===== config.mk =====
export PLATFORM = sky130hd
export DESIGN_NAME = picorv32_ddr_bridge_flat
export DESIGN_NICKNAME = d
export VERILOG_FILES = /design/src/rtl/picorv32_ddr_bridge_if.sv /design/src/rtl/picorv32_ddr_bridge.sv /design/src/flat_wrapper.sv
export SDC_FILE = /design/constraint.sdc
export NUM_CORES = 1
export LEC_CHECK = 0
export CAP_MARGIN = 20
export CORE_MARGIN = 2
export CORE_UTILIZATION = 45
export CTS_BUF_LIST = sky130_fd_sc_hd__clkbuf_8
export CTS_CLUSTER_DIAMETER = 60
export DETAILED_ROUTE_END_ITERATION = 10
export GPL_ROUTABILITY_DRIVEN = 1
export PLACE_DENSITY = 0.81
export SYNTH_ARGS = -nofsm -noshare
export SYNTH_HDL_FRONTEND = slang
export SYNTH_SLANG_ARGS = --single-unit

===== constraint.sdc =====
create_clock -name clk -period 4.1 [get_ports clk]
set_input_delay 0.41 -clock clk [delete_from_list [all_inputs] [get_ports clk]]
set_output_delay 0.41 -clock clk [all_outputs]
set_load 0.005 [all_outputs]

===== src/rtl/picorv32_ddr_bridge_if.sv =====
// picorv32_ddr_bridge_if: PicoRV32 native bus, DDR backend, MMIO port and error capture signals
interface picorv32_ddr_bridge_if #(
  parameter int ADDR_WIDTH = 10
);
  logic                  mem_valid;
  logic                  mem_instr;
  logic [31:0]           mem_addr;
  logic [31:0]           mem_wdata;
  logic [3:0]            mem_wstrb;
  logic                  mem_ready;
  logic [31:0]           mem_rdata;
  logic                  ddr_rd_req;
  logic                  ddr_wr_req;
  logic [ADDR_WIDTH-1:0] ddr_addr;
  logic [31:0]           ddr_wr_data;
  logic [31:0]           ddr_rd_data;
  logic                  ddr_rd_valid;
  logic                  io_valid;
  logic                  io_instr;
  logic [31:0]           io_addr;
  logic [31:0]           io_wdata;
  logic [3:0]            io_wstrb;
  logic [31:0]           io_rdata;
  logic                  io_ready;
  logic                  err_valid;
  logic [31:0]           err_addr;
  modport slave (
    input  mem_valid, mem_instr, mem_addr, mem_wdata, mem_wstrb,
           ddr_rd_data, ddr_rd_valid, io_rdata, io_ready,
    output mem_ready, mem_rdata, ddr_rd_req, ddr_wr_req, ddr_addr, ddr_wr_data,
           io_valid, io_instr, io_addr, io_wdata, io_wstrb, err_valid, err_addr
  );
  modport master (
    output mem_valid, mem_instr, mem_addr, mem_wdata, mem_wstrb,
           ddr_rd_data, ddr_rd_valid, io_rdata, io_ready,
    input  mem_ready, mem_rdata, ddr_rd_req, ddr_wr_req, ddr_addr, ddr_wr_data,
           io_valid, io_instr, io_addr, io_wdata, io_wstrb, err_valid, err_addr
  );
endinterface


===== src/rtl/picorv32_ddr_bridge.sv =====
// picorv32_ddr_bridge: decodes PicoRV32 accesses to DDR (with byte-strobe RMW), MMIO or an error
// response, with a per-access wait timeout and capture of the last faulting address.
module picorv32_ddr_bridge #(
  parameter int          ADDR_WIDTH     = 10,
  parameter logic [31:0] RAM_BASE       = 32'h0000_0000,
  parameter logic [31:0] MMIO_BASE      = 32'h1000_0000,
  parameter int          TIMEOUT_CYCLES = 64,
  parameter logic [31:0] ERR_RDATA      = 32'hFFFF_FFFF
) (
  input logic clk,
  input logic resetn,
  picorv32_ddr_bridge_if.slave bus
);
  typedef enum logic [2:0] {IDLE, DDR_RD, RMW_RD, DDR_WR, IO, RESP, ERR} state_t;
  state_t      state, state_n;
  logic [31:0] addr_q, wdata_q, merged, rdata_n;
  logic [3:0]  wstrb_q;
  logic        instr_q, ram_hit, io_hit, waiting, resp, expired;
  logic [15:0] cnt;
  assign bus.ddr_addr = addr_q[ADDR_WIDTH+1:2];
  assign bus.io_addr  = addr_q;
  assign bus.io_wdata = wdata_q;
  assign bus.io_wstrb = wstrb_q;
  assign bus.io_instr = instr_q;
  always_comb begin
    ram_hit = bus.mem_addr[31:ADDR_WIDTH+2] == RAM_BASE[31:ADDR_WIDTH+2];
    io_hit  = bus.mem_addr[31:16] == MMIO_BASE[31:16];
    waiting = state inside {DDR_RD, RMW_RD, IO};
    resp    = state == IO ? bus.io_ready : bus.ddr_rd_valid;
    // a response in the limit cycle still wins over the timeout
    expired = cnt == 16'(TIMEOUT_CYCLES - 1) && !resp;
    for (int i = 0; i < 4; i++)
      merged[8*i +: 8] = wstrb_q[i] ? wdata_q[8*i +: 8] : bus.ddr_rd_data[8*i +: 8];
    state_n = state;
    case (state)
      IDLE: if (bus.mem_valid)
        state_n = !ram_hit ? (io_hit ? IO : ERR) :
                  bus.mem_wstrb == 4'h0 ? DDR_RD :
                  bus.mem_wstrb == 4'hF ? DDR_WR : RMW_RD;
      DDR_RD, RMW_RD, IO:
        state_n = resp ? (state == RMW_RD ? DDR_WR : RESP) : expired ? ERR : state;
      DDR_WR: state_n = RESP;
      default: state_n = IDLE;
    endcase
    rdata_n = state_n == ERR ? ERR_RDATA :
              state_n != RESP || wstrb_q != 4'h0 ? 32'h0 :
              state == IO ? bus.io_rdata : bus.ddr_rd_data;
  end
  always_ff @(posedge clk or negedge resetn)
    if (!resetn) begin
      state           <= IDLE;
      cnt             <= '0;
      addr_q          <= '0;
      wdata_q         <= '0;
      wstrb_q         <= '0;
      instr_q         <= 1'b0;
      bus.ddr_wr_data <= '0;
      bus.ddr_rd_req  <= 1'b0;
      bus.ddr_wr_req  <= 1'b0;
      bus.io_valid    <= 1'b0;
      bus.mem_ready   <= 1'b0;
      bus.mem_rdata   <= '0;
      bus.err_valid   <= 1'b0;
      bus.err_addr    <= '0;
    end else begin
      state <= state_n;
      cnt   <= waiting && state_n == state ? cnt + 16'd1 : '0;
      if (state == IDLE && bus.mem_valid) begin
        addr_q          <= bus.mem_addr;
        wdata_q         <= bus.mem_wdata;
        wstrb_q         <= bus.mem_wstrb;
        instr_q         <= bus.mem_instr;
        bus.ddr_wr_data <= bus.mem_wdata;
      end
      if (state == RMW_RD && resp) bus.ddr_wr_data <= merged;
      bus.ddr_rd_req <= state == IDLE && (state_n == DDR_RD || state_n == RMW_RD);
      bus.ddr_wr_req <= state_n == DDR_WR;
      bus.io_valid   <= state_n == IO;
      bus.mem_ready  <= state_n == RESP || state_n == ERR;
      bus.err_valid  <= state_n == ERR;
      bus.mem_rdata  <= rdata_n;
      if (state_n == ERR) bus.err_addr <= state == IDLE ? bus.mem_addr : addr_q;
    end
endmodule


===== src/flat_wrapper.sv =====
// flat-port wrapper written by rule: the top's interface ports become plain ports
module picorv32_ddr_bridge_flat 
#(
  parameter int          ADDR_WIDTH     = 10,
  parameter logic [31:0] RAM_BASE       = 32'h0000_0000,
  parameter logic [31:0] MMIO_BASE      = 32'h1000_0000,
  parameter int          TIMEOUT_CYCLES = 64,
  parameter logic [31:0] ERR_RDATA      = 32'hFFFF_FFFF
)
  (clk, resetn, bus_mem_valid, bus_mem_instr, bus_mem_addr, bus_mem_wdata, bus_mem_wstrb, bus_ddr_rd_data, bus_ddr_rd_valid, bus_io_rdata, bus_io_ready, bus_mem_ready, bus_mem_rdata, bus_ddr_rd_req, bus_ddr_wr_req, bus_ddr_addr, bus_ddr_wr_data, bus_io_valid, bus_io_instr, bus_io_addr, bus_io_wdata, bus_io_wstrb, bus_err_valid, bus_err_addr);
  picorv32_ddr_bridge_if #(.ADDR_WIDTH(ADDR_WIDTH)) bus_i ();
  input logic clk;
  input logic resetn;
  input wire logic [$bits(bus_i.mem_valid)-1:0] bus_mem_valid;
  input wire logic [$bits(bus_i.mem_instr)-1:0] bus_mem_instr;
  input wire logic [$bits(bus_i.mem_addr)-1:0] bus_mem_addr;
  input wire logic [$bits(bus_i.mem_wdata)-1:0] bus_mem_wdata;
  input wire logic [$bits(bus_i.mem_wstrb)-1:0] bus_mem_wstrb;
  input wire logic [$bits(bus_i.ddr_rd_data)-1:0] bus_ddr_rd_data;
  input wire logic [$bits(bus_i.ddr_rd_valid)-1:0] bus_ddr_rd_valid;
  input wire logic [$bits(bus_i.io_rdata)-1:0] bus_io_rdata;
  input wire logic [$bits(bus_i.io_ready)-1:0] bus_io_ready;
  output wire logic [$bits(bus_i.mem_ready)-1:0] bus_mem_ready;
  output wire logic [$bits(bus_i.mem_rdata)-1:0] bus_mem_rdata;
  output wire logic [$bits(bus_i.ddr_rd_req)-1:0] bus_ddr_rd_req;
  output wire logic [$bits(bus_i.ddr_wr_req)-1:0] bus_ddr_wr_req;
  output wire logic [$bits(bus_i.ddr_addr)-1:0] bus_ddr_addr;
  output wire logic [$bits(bus_i.ddr_wr_data)-1:0] bus_ddr_wr_data;
  output wire logic [$bits(bus_i.io_valid)-1:0] bus_io_valid;
  output wire logic [$bits(bus_i.io_instr)-1:0] bus_io_instr;
  output wire logic [$bits(bus_i.io_addr)-1:0] bus_io_addr;
  output wire logic [$bits(bus_i.io_wdata)-1:0] bus_io_wdata;
  output wire logic [$bits(bus_i.io_wstrb)-1:0] bus_io_wstrb;
  output wire logic [$bits(bus_i.err_valid)-1:0] bus_err_valid;
  output wire logic [$bits(bus_i.err_addr)-1:0] bus_err_addr;
  assign bus_i.mem_valid = bus_mem_valid;
  assign bus_i.mem_instr = bus_mem_instr;
  assign bus_i.mem_addr = bus_mem_addr;
  assign bus_i.mem_wdata = bus_mem_wdata;
  assign bus_i.mem_wstrb = bus_mem_wstrb;
  assign bus_i.ddr_rd_data = bus_ddr_rd_data;
  assign bus_i.ddr_rd_valid = bus_ddr_rd_valid;
  assign bus_i.io_rdata = bus_io_rdata;
  assign bus_i.io_ready = bus_io_ready;
  assign bus_mem_ready = bus_i.mem_ready;
  assign bus_mem_rdata = bus_i.mem_rdata;
  assign bus_ddr_rd_req = bus_i.ddr_rd_req;
  assign bus_ddr_wr_req = bus_i.ddr_wr_req;
  assign bus_ddr_addr = bus_i.ddr_addr;
  assign bus_ddr_wr_data = bus_i.ddr_wr_data;
  assign bus_io_valid = bus_i.io_valid;
  assign bus_io_instr = bus_i.io_instr;
  assign bus_io_addr = bus_i.io_addr;
  assign bus_io_wdata = bus_i.io_wdata;
  assign bus_io_wstrb = bus_i.io_wstrb;
  assign bus_err_valid = bus_i.err_valid;
  assign bus_err_addr = bus_i.err_addr;
  picorv32_ddr_bridge #(.ADDR_WIDTH(ADDR_WIDTH), .RAM_BASE(RAM_BASE), .MMIO_BASE(MMIO_BASE), .TIMEOUT_CYCLES(TIMEOUT_CYCLES), .ERR_RDATA(ERR_RDATA)) u_core (.clk(clk), .resetn(resetn), .bus(bus_i));
endmodule

### Word level (Yosys, flattened, before mapping)

Cells that the tools add are included.

* register bits after elaboration: 189
* latch bits: 0
* bits in writable memories: 0
* bits in read-only memories: 0
* output and inout port bits: 180
* logic and storage cells: 67
* memories: 0

* add/subtract/negate cells: 1
* multiply operators: 0
* divide/modulo/power cells: 0
* magnitude comparators: 0
* eq/ne operators: 15
* shift-type cells: 0
* multiplexer cells: 21
* bitwise logic cells: 0
* reduce and logical (&&, ||, !) cells: 16

Operators with widths (count)
* $mux W32: 6
* $mux W8: 4
* $logic_not A20 Y1: 1
* $mux W3: 6
* $add A16 B1 Y16 const B: 1
* $eq A16 B13 Y1 const B: 1
* $eq A16 B6 Y1 const B: 1
* $mux W16: 1
* $eq A3 B2 Y1 const B: 4
* $eq A3 B3 Y1 const B: 4
* $pmux W3 S3: 1
* $eq A3 B1 Y1 const B: 2
* $logic_and A1 B1 Y1: 5
* $eq A4 B4 Y1 const B: 1
* $logic_not A4 Y1: 1
* $reduce_bool A4 Y1: 1
* $eq A3 B3 Y1: 1
* $logic_not A3 Y1: 1
* $logic_or A1 B1 Y1: 3
* $ne A3 B3 Y1 const B: 1
* $reduce_bool A3 Y1: 1
* $reduce_or A3 Y1: 1
* $mux W1: 2
* $mux W2: 1
* 2 further kinds: 2

### Logic depth before layout (Yosys ltp)

Gate-level depths: netlist (run 1).

* word-level depth: 11
* depth in mapped cells: 11
* depth with buffers taken out: 7

### Worst setup path before layout (run 1)

OpenSTA, ideal clock, no wires.

* path type: register to register
* from: register u_core.cnt[0]
* to: register u_core.cnt[10]
* library setup time: 125 ps
* arrival: 2446 ps
* required time: 3975 ps
* slack: 1530 ps
* cell stages (with the launch flop): 9
* path buffers: 1
* clock period less this slack: 2570 ps
* cell sequence: dfrtp_1 ha_1 or4bb_1 o41ai_1 a21oi_1 a21oi_1 mux2i_1 buf_2 nor3_1

* longest elaborated chain between the ends: 8

RTL lines
* start, declared: RTL line picorv32_ddr_bridge.sv:19 `logic [15:0] cnt;`
* start signal, assigned: RTL line picorv32_ddr_bridge.sv:67 `cnt <= waiting && state_n == state ? cnt + 16'd1 : '0;`
* $eq A16 B6 Y1: RTL line picorv32_ddr_bridge.sv:31 `expired = cnt == 16'(TIMEOUT_CYCLES - 1) && !resp;`
* $logic_and A1 B1 Y1: RTL line picorv32_ddr_bridge.sv:31
* $mux W3 (2 in series): RTL line picorv32_ddr_bridge.sv:41 `state_n = resp ? (state == RMW_RD ? DDR_WR : RESP) : expired ? ERR : state;`
* $pmux W3 S3: RTL line picorv32_ddr_bridge.sv:35 `case (state)`
* $eq A3 B3 Y1: RTL line picorv32_ddr_bridge.sv:67
* $logic_and A1 B1 Y1: RTL line picorv32_ddr_bridge.sv:67
* $mux W16 (*): RTL line picorv32_ddr_bridge.sv:67

Every way passes the cells marked *; elsewhere a longest branch is shown, timed or not.
A chain may end at the register's enable or synchronous reset.

### Worst setup path after layout (run 1)

* from: register u_core.state[1]
* to: register u_core.bus.err_addr[28] (netlist bit)

* longest elaborated chain between the ends: 8

RTL lines
* start, declared: RTL line picorv32_ddr_bridge.sv:15 `state_t state, state_n;`
* start signal, assigned: RTL line picorv32_ddr_bridge.sv:66 `state <= state_n;`
* $eq A3 B3 Y1: RTL line picorv32_ddr_bridge.sv:29, picorv32_ddr_bridge.sv:35
* $mux W1: RTL line picorv32_ddr_bridge.sv:29 `resp = state == IO ? bus.io_ready : bus.ddr_rd_valid;`
* $logic_not A1 Y1: RTL line picorv32_ddr_bridge.sv:31
* $logic_and A1 B1 Y1: RTL line picorv32_ddr_bridge.sv:31
* $mux W3 (2 in series): RTL line picorv32_ddr_bridge.sv:41
* $pmux W3 S3: RTL line picorv32_ddr_bridge.sv:35
* $eq A3 B3 Y1: RTL line picorv32_ddr_bridge.sv:82 `if (state_n == ERR) bus.err_addr <= state == IDLE ? bus.mem_addr : addr_q;`
* end signal, assigned: RTL line picorv32_ddr_bridge.sv:82
* end, declared: RTL line picorv32_ddr_bridge_if.sv:31 `io_valid, io_instr, io_addr, io_wdata, io_wstrb, err_valid, err_addr`

Parallel ways exist; a longest one is shown, timed or not.

==> results of run 1 <==
## cells by family after synthesis
family,synth area share
AND/OR/NAND/NOR,0.178
XOR/XNOR,0.0164
AO/OA/AOI/OAI,0.0898
multiplexers,0.126
flip-flops,0.552
adder cells (fa/ha/maj),0.00263
buffers and inverters,0.0359
## path summary, 6_finish.rpt
| path | startpoint | slack, ns | depth (start not counted) | end |
|---|---|---|---|---|
| setup / recovery | u_core.state[1] | 1.16 | 7 | u_core.bus.err_addr[28] |
| hold / removal | resetn | 0.07 | 1 | u_core.bus.err_addr[22] |
| setup reg to reg | u_core.state[1] | 1.16 | 7 | u_core.bus.err_addr[28] |
| hold reg to reg | u_core.bus.io_instr | 0.50 | 2 | u_core.bus.io_instr |
| max in group asynchronous | resetn | 3.05 | 2 | u_core.bus.ddr_wr_data[30] |
| min in group clk | bus_mem_wdata[6] | 0.47 | 3 | u_core.bus.io_wdata[6] |
## flip-flops by register name (all words and copies together), names as in the netlist, 3 cells and up
| signal | flops |
|---|---|
| u_core.bus.mem_rdata | 32 |
| u_core.cnt | 16 |
| u_core.bus.io_wdata | 32 |
| u_core.bus.err_addr | 32 |
| u_core.state | 3 |
| u_core.bus.ddr_wr_data | 32 |
| u_core.bus.io_wstrb | 4 |
| u_core.bus.io_addr | 32 |
## cells in the final DEF (no fill, tap or decap), types with 8 or more instances in the layout
cell type        instances
a211oi_1                33
a31oi_1                 32
buf_4                   11
clkbuf_8                19
clkdlybuf4s50_1        316
dfrtp_1                189
mux2_2                  60
mux2i_1                 34
nand2_1                253
nand3_1                  8
nor2_1                  10
nor2b_1                 32
nor3_1                  19
o21ai_0                 36
xnor2_1                 10
## metal layers
layer,part of all wire,up-vias,wire length [µm],track usage
met4,0.032,0,809,0.104
met5,0,-,0,0
li1,-,3438,-,-
met3,0.090,42,2270,0.0784
met1,0.40,3495,10200,0.308
met2,0.47,324,12000,0.405
## power by group through the flow
stage,registers [mW],clock network (mW),logic [mW]
after global routing,3.40,1.33,4.91
final,3.29,1.22,4.52
after global placement,3.30,0,4.46
after CTS,3.29,1.26,4.56
after detailed placement,3.32,0,4.53
after floorplan,3.26,0,2.12
## per-stage QoR
step           setup WS [ns]  utilization  cell area (µm²)  hold slack [ns]  instances
2_1_floorplan           1.53            -             8570            0.114        840
3_3_place_gp           0.988        0.635            11900            0.460       1342
3_5_place_dp           0.906        0.635            11900            0.468       1342
4_1_cts                 1.01        0.656            12300            0.101       1374
5_1_grt                0.985        0.657            12300            0.125       1376
6_report                1.16        0.657            12300           0.0722       1376
## cell type report
| type | instances | area, µm² |
|---|---|---|
| Inverter | 4 | 15.0 |
| Fill cell | 1502 | 6420 |
| Clock buffer | 18 | 248 |
| Multi-Input combinational cell | 586 | 3550 |
| Sequential cell | 189 | 4730 |
| Tap cell | 234 | 293 |
| Antenna cell | 1 | 2.50 |
| Clock inverter | 14 | 146 |
| Timing Repair Buffer | 330 | 3300 |
==> metrics.cfg, run 1 <==
[logic_synthesis]
syn_inst = 840
netlist_area_um2 = 8570
yosysSeqAreaShare = 0.552
syn-num-nets = 979
ys_top_cells_by_area = dfrtp_1, nand2_1, mux2_2
area_fraction_of_the_dominant_cell_type_after_synthesis = 0.552
yosys.cell_count.top_type = nand2_1
asyncSetResetFlopFracSynth = 1.00
post_synth_num_cell_types = 46
synth.yosys.warnings = 0
postSynthAreaPerCell_um2 = 10.2
yosys_register_bits = 189
synth_flop_cell = dfrtp_1
synth_common_cells = nand2_1, dfrtp_1, mux2_2, clkbuf_1, o21ai_0
post-synth-top-area-cell = dfrtp_1
synth-edff-count = 0

[die]
horizontal_die_dimension_um = 142
floorplan.initialDensity = 0.458
floorplan.die_area_um2 = 20200
floorplan_core_area_um2 = 18700
row_count = 50
die_h_um = 142
ios = 318

[pwr]
power.static_leakage_nw = 5.41
clock_power_share = 0.135
power-per-cell-area_nw_per_um2 = 736
share_of_total_power_in_sequential_cells = 0.364
swShare = 0.363
fin_total_pwr_mw = 9.04
p_comb_frac = 0.500
worst_ir_drop_vdd_v = 0.000367
power_report.internal_total_mw = 5.76
total_switching_power_mw = 3.28

[cts]
clock_root_buffer = clkbuf_8
cts.reportedPaths.clkPinSlew_ns = 0.11
cts_made_buffers = 17
cts_tree = done
cts_repair_resize_count = 0
holdBufCountCts = 0
num_clock_sinks = 189
max-clock-path-buffers = 2
worstSkewPairLatency_ns = 0.47
cts_setup_buffers = 0
h_tree_level_count = 4

[critical_path]
path_cells = nor3_4 > buf_4 > and2_2 > o21ai_0 > a21bo_2 > buf_12 > mux2_4
critical-path-top-delay-family = simple AND/OR/NAND/NOR gates
worstPathRequired_ns = 4.44
crit_type = flip-flop to flip-flop
crit_path_start_kind = flip-flop
critical-path-slowest-cell = dfrtp_1
peak_per_stage_delay_on_the_critical_path_ns = 0.54
cp_num_buf_inv = 2
critical_path.max_fanout = 42
endpoint_kind = flip-flop
crit_arrival_ns = 3.28

[hold_path]
hold_class = primary input to async pin

[global_route]
antenna_found_initial = 1
grt.overflow.total = 0
gr-usage-all-layers = 0.249
grt_max_degree = 119
global_route_wire_length_before_repair_mm = 39.1
number_of_global_route_vias_before_repair = 7236

[sta]
min_period_over_period = 0.717
fin_worst_skew_ns = 0.0254
worst-slew-pin-transition_ns = 0.985
unrepaired_setup_endpoints_after_global_routing = no
finalSetupTns_ns = 0
timing_limited_maximum_frequency_mhz = 340
worst_max_slew_margin_expressed_relative_to_the_limit = 0.342
period_minus_slack_ns = 2.94
finalMaxSlewViolations = 0
final-hold-violation-count = 0
setup_viol = 0

[route]
drt_drc_violations_left = 0
antenna_left = 0
detail_route.vias_per_cell = 5.30
num_vias = 7299
first_iter_violations = 434
finalWirelength_mm = 25.2
dr.pass1.iters = 5
post_drt_wl_per_cell_um = 18.3

[final_layout]
num-nets-final = 1267
syn2layout_area_growth_pct = 43.4
post_route_cells_drive_above_1_share = 0.104

[place]
gp_congestion = 0.847
detailed_place_hpwl_mm = 17.7
io_buffers = 317

[status]
result_of_the_run = complete, no violations

[job]
drv.max_cap_violation_count = 0

(Power assumes the default switching activity.)
==> inputs of run 2 (changes only) <==
- CORE_UTILIZATION: 45 -> 42
- PLACE_DENSITY: 0.81 -> 0.79
- clock period: 4.1 -> 2.4 ns (I/O delays scaled with it)
==> metrics.cfg, run 2 (synthesized netlist as in run 1, its figures left out) <==
[status]
failed_checks = negative setup slack
result_of_the_run = finished with violations

[critical_path]
endpoint_kind = flip-flop
crit_path_start_kind = flip-flop
setup.worst_path.end = u_core.bus.err_addr[30]
timing.critical_path.from = u_core.cnt[1]
crit_type = flip-flop to flip-flop
start_of_the_worst_register_to_register_path = u_core.cnt[1]
crit_arrival_ns = 2.81
worst_r2r_endpoint = u_core.bus.err_addr[30]
reg2regPathDepth = 8
critical_path.max_fanout = 20
worstPathRequired_ns = 2.76
worst_setup_slack_for_register_to_register_paths_ns = -0.05

[sta]
worst_hold_margin_ns = 0.221
final-hold-violation-count = 0
unrepaired_setup_endpoints_after_global_routing = yes
finalSetupTns_ns = -0.564
setup_viol = 28
worst_max_slew_margin_expressed_relative_to_the_limit = 0.590
fin_worst_skew_ns = 0.0231
min_period_over_period = 1.02
worst-slew-pin-transition_ns = 0.615
final_critical_path_setup_slack_ns = -0.0491
timing_limited_maximum_frequency_mhz = 408
period_minus_slack_ns = 2.45
finalMaxSlewViolations = 0

[hold_path]
hold_class = primary input to async pin

[final_layout]
num-nets-final = 1329
syn2layout_area_growth_pct = 52.6
mostFrequentLayoutCell = clkdlybuf4s50_1
post_route_cells_drive_above_1_share = 0.176
diodes = 0
post_layout_nonfiller_instances = 1473
layout.cells.most_common_list = clkdlybuf4s50_1, nand2_1, dfrtp_1
final_core_util = 0.650

[route]
dr.pass1.iters = 5
antenna_left = 0
first_iter_violations = 324
finalWirelength_mm = 26.3
post_drt_wl_per_cell_um = 17.9
drt_drc_violations_left = 0
detail_route.vias_per_cell = 5.16
num_vias = 7604

[place]
gp_congestion = 0.851
placed_cells_incl_taps = 1433
io_buffers = 317
detailed_place_hpwl_mm = 18.8

[pwr]
worst_ir_drop_vdd_v = 0.000704
power-per-cell-area_nw_per_um2 = 1250
share_of_total_power_in_sequential_cells = 0.334
total_switching_power_mw = 5.85
power_report.internal_total_mw = 10.5
fin_total_pwr_mw = 16.3
swShare = 0.359
clock_power_share = 0.133
power.static_leakage_nw = 5.84
p_comb_frac = 0.533

[global_route]
grt.overflow.total = 0
gr-usage-all-layers = 0.242
number_of_global_route_vias_before_repair = 7568
antenna_found_initial = 0
global_route_wire_length_before_repair_mm = 41.6
grt_max_degree = 102

[die]
floorplan.initialDensity = 0.426
die_h_um = 147
horizontal_die_dimension_um = 147
floorplan.die_area_um2 = 21600
floorplan_core_area_um2 = 20100
row_count = 52
ios = 318

[cts]
h_tree_level_count = 4
max-clock-path-buffers = 2
num_clock_sinks = 189
cts.reportedPaths.clkPinSlew_ns = 0.11
clock_root_buffer = clkbuf_8
worstSkewPairLatency_ns = 0.47
cts_tree = done
cts_made_buffers = 17

[job]
drv.max_cap_violation_count = 0

[run 2: cell types whose count changed in the layout (fill, tap and decap cells not counted), sizes merged]
cell         previous run  this run
buf                    13        73
clkbuf                 19        21
clkinv                  3         5
clkinvlp                3         1
inv                    12        10
bufinv                  0         1
diode                   1         0
dlygate4sd3             0         1
[run 2: area by class of cell]
| class | instances | area [µm²] |
|---|---|---|
| sequential | 189 | 4730 |
| timing repair buffer | 392 | 3890 |
| multi-input combinational | 586 | 3690 |
| inverter | 4 | 15.0 |
| fill | 1608 | 7030 |
| clock inverter | 13 | 151 |
| clock buffer | 19 | 262 |
| tap | 270 | 338 |
[run 2: routing by layer]
layer  part of all wire  vias up  GRT usage  wire length [µm]
met5                  0        -          0                 0
met4              0.016        0     0.0563               416
met3              0.086       30     0.0795              2260
met2               0.49      292      0.410             12900
met1               0.41     3715      0.303             10800
li1                   -     3567          -                 -
[run 2: worst min path at each step]
stage          depth (start not counted)                endpoint  slack, ns    from
5_1_grt                                2  u_core.bus.io_addr[19]       0.21  resetn
6_report                               2  u_core.bus.io_addr[19]       0.22  resetn
3_3_place_gp                           1  u_core.bus.io_addr[19]       0.16  resetn
2_1_floorplan                          0   u_core.bus.ddr_rd_req      -0.06  resetn
3_5_place_dp                           1  u_core.bus.io_addr[19]       0.16  resetn
4_1_cts                                2  u_core.bus.io_addr[19]       0.21  resetn
[run 2: repair_timing]
item,4_1_cts,5_1_grt
cloned,0,2
setup endpoints to repair,82,83
resized for setup,5,55
setup buffers,3,1
endpoints found under the hold margin,32,0
pin swaps,2,0
hold buffers,1,0
[run 2: worst max-delay path, stage by stage, from the launching register on]
cell and delay, ns:
dfrtp_1 0.37, ha_2 0.18, or4bb_4 0.48, nor4_4 0.30, a22oi_2 0.12, o21ai_1 0.16
a21bo_4 0.27, buf_12 0.17, mux2_4 0.30
[run 2: stage by stage]
step,instance area (µm²),worst slack (ns)
after floorplan,8580,-0.0993
after global placement,12400,-0.455
after detailed placement,12400,-0.496
after CTS,12900,-0.0436
after global routing,13100,-0.131
final,13100,-0.0491
[run 2: power groups by stage]
stage                     clock [mW]  combinational (mW)  sequential [mW]
after global routing            2.35                9.38             5.63
final                           2.17                8.70             5.45
after floorplan                    0                3.64             5.57
after CTS                       2.22                8.42             5.45
after global placement             0                8.08             5.46
after detailed placement           0                8.25             5.51
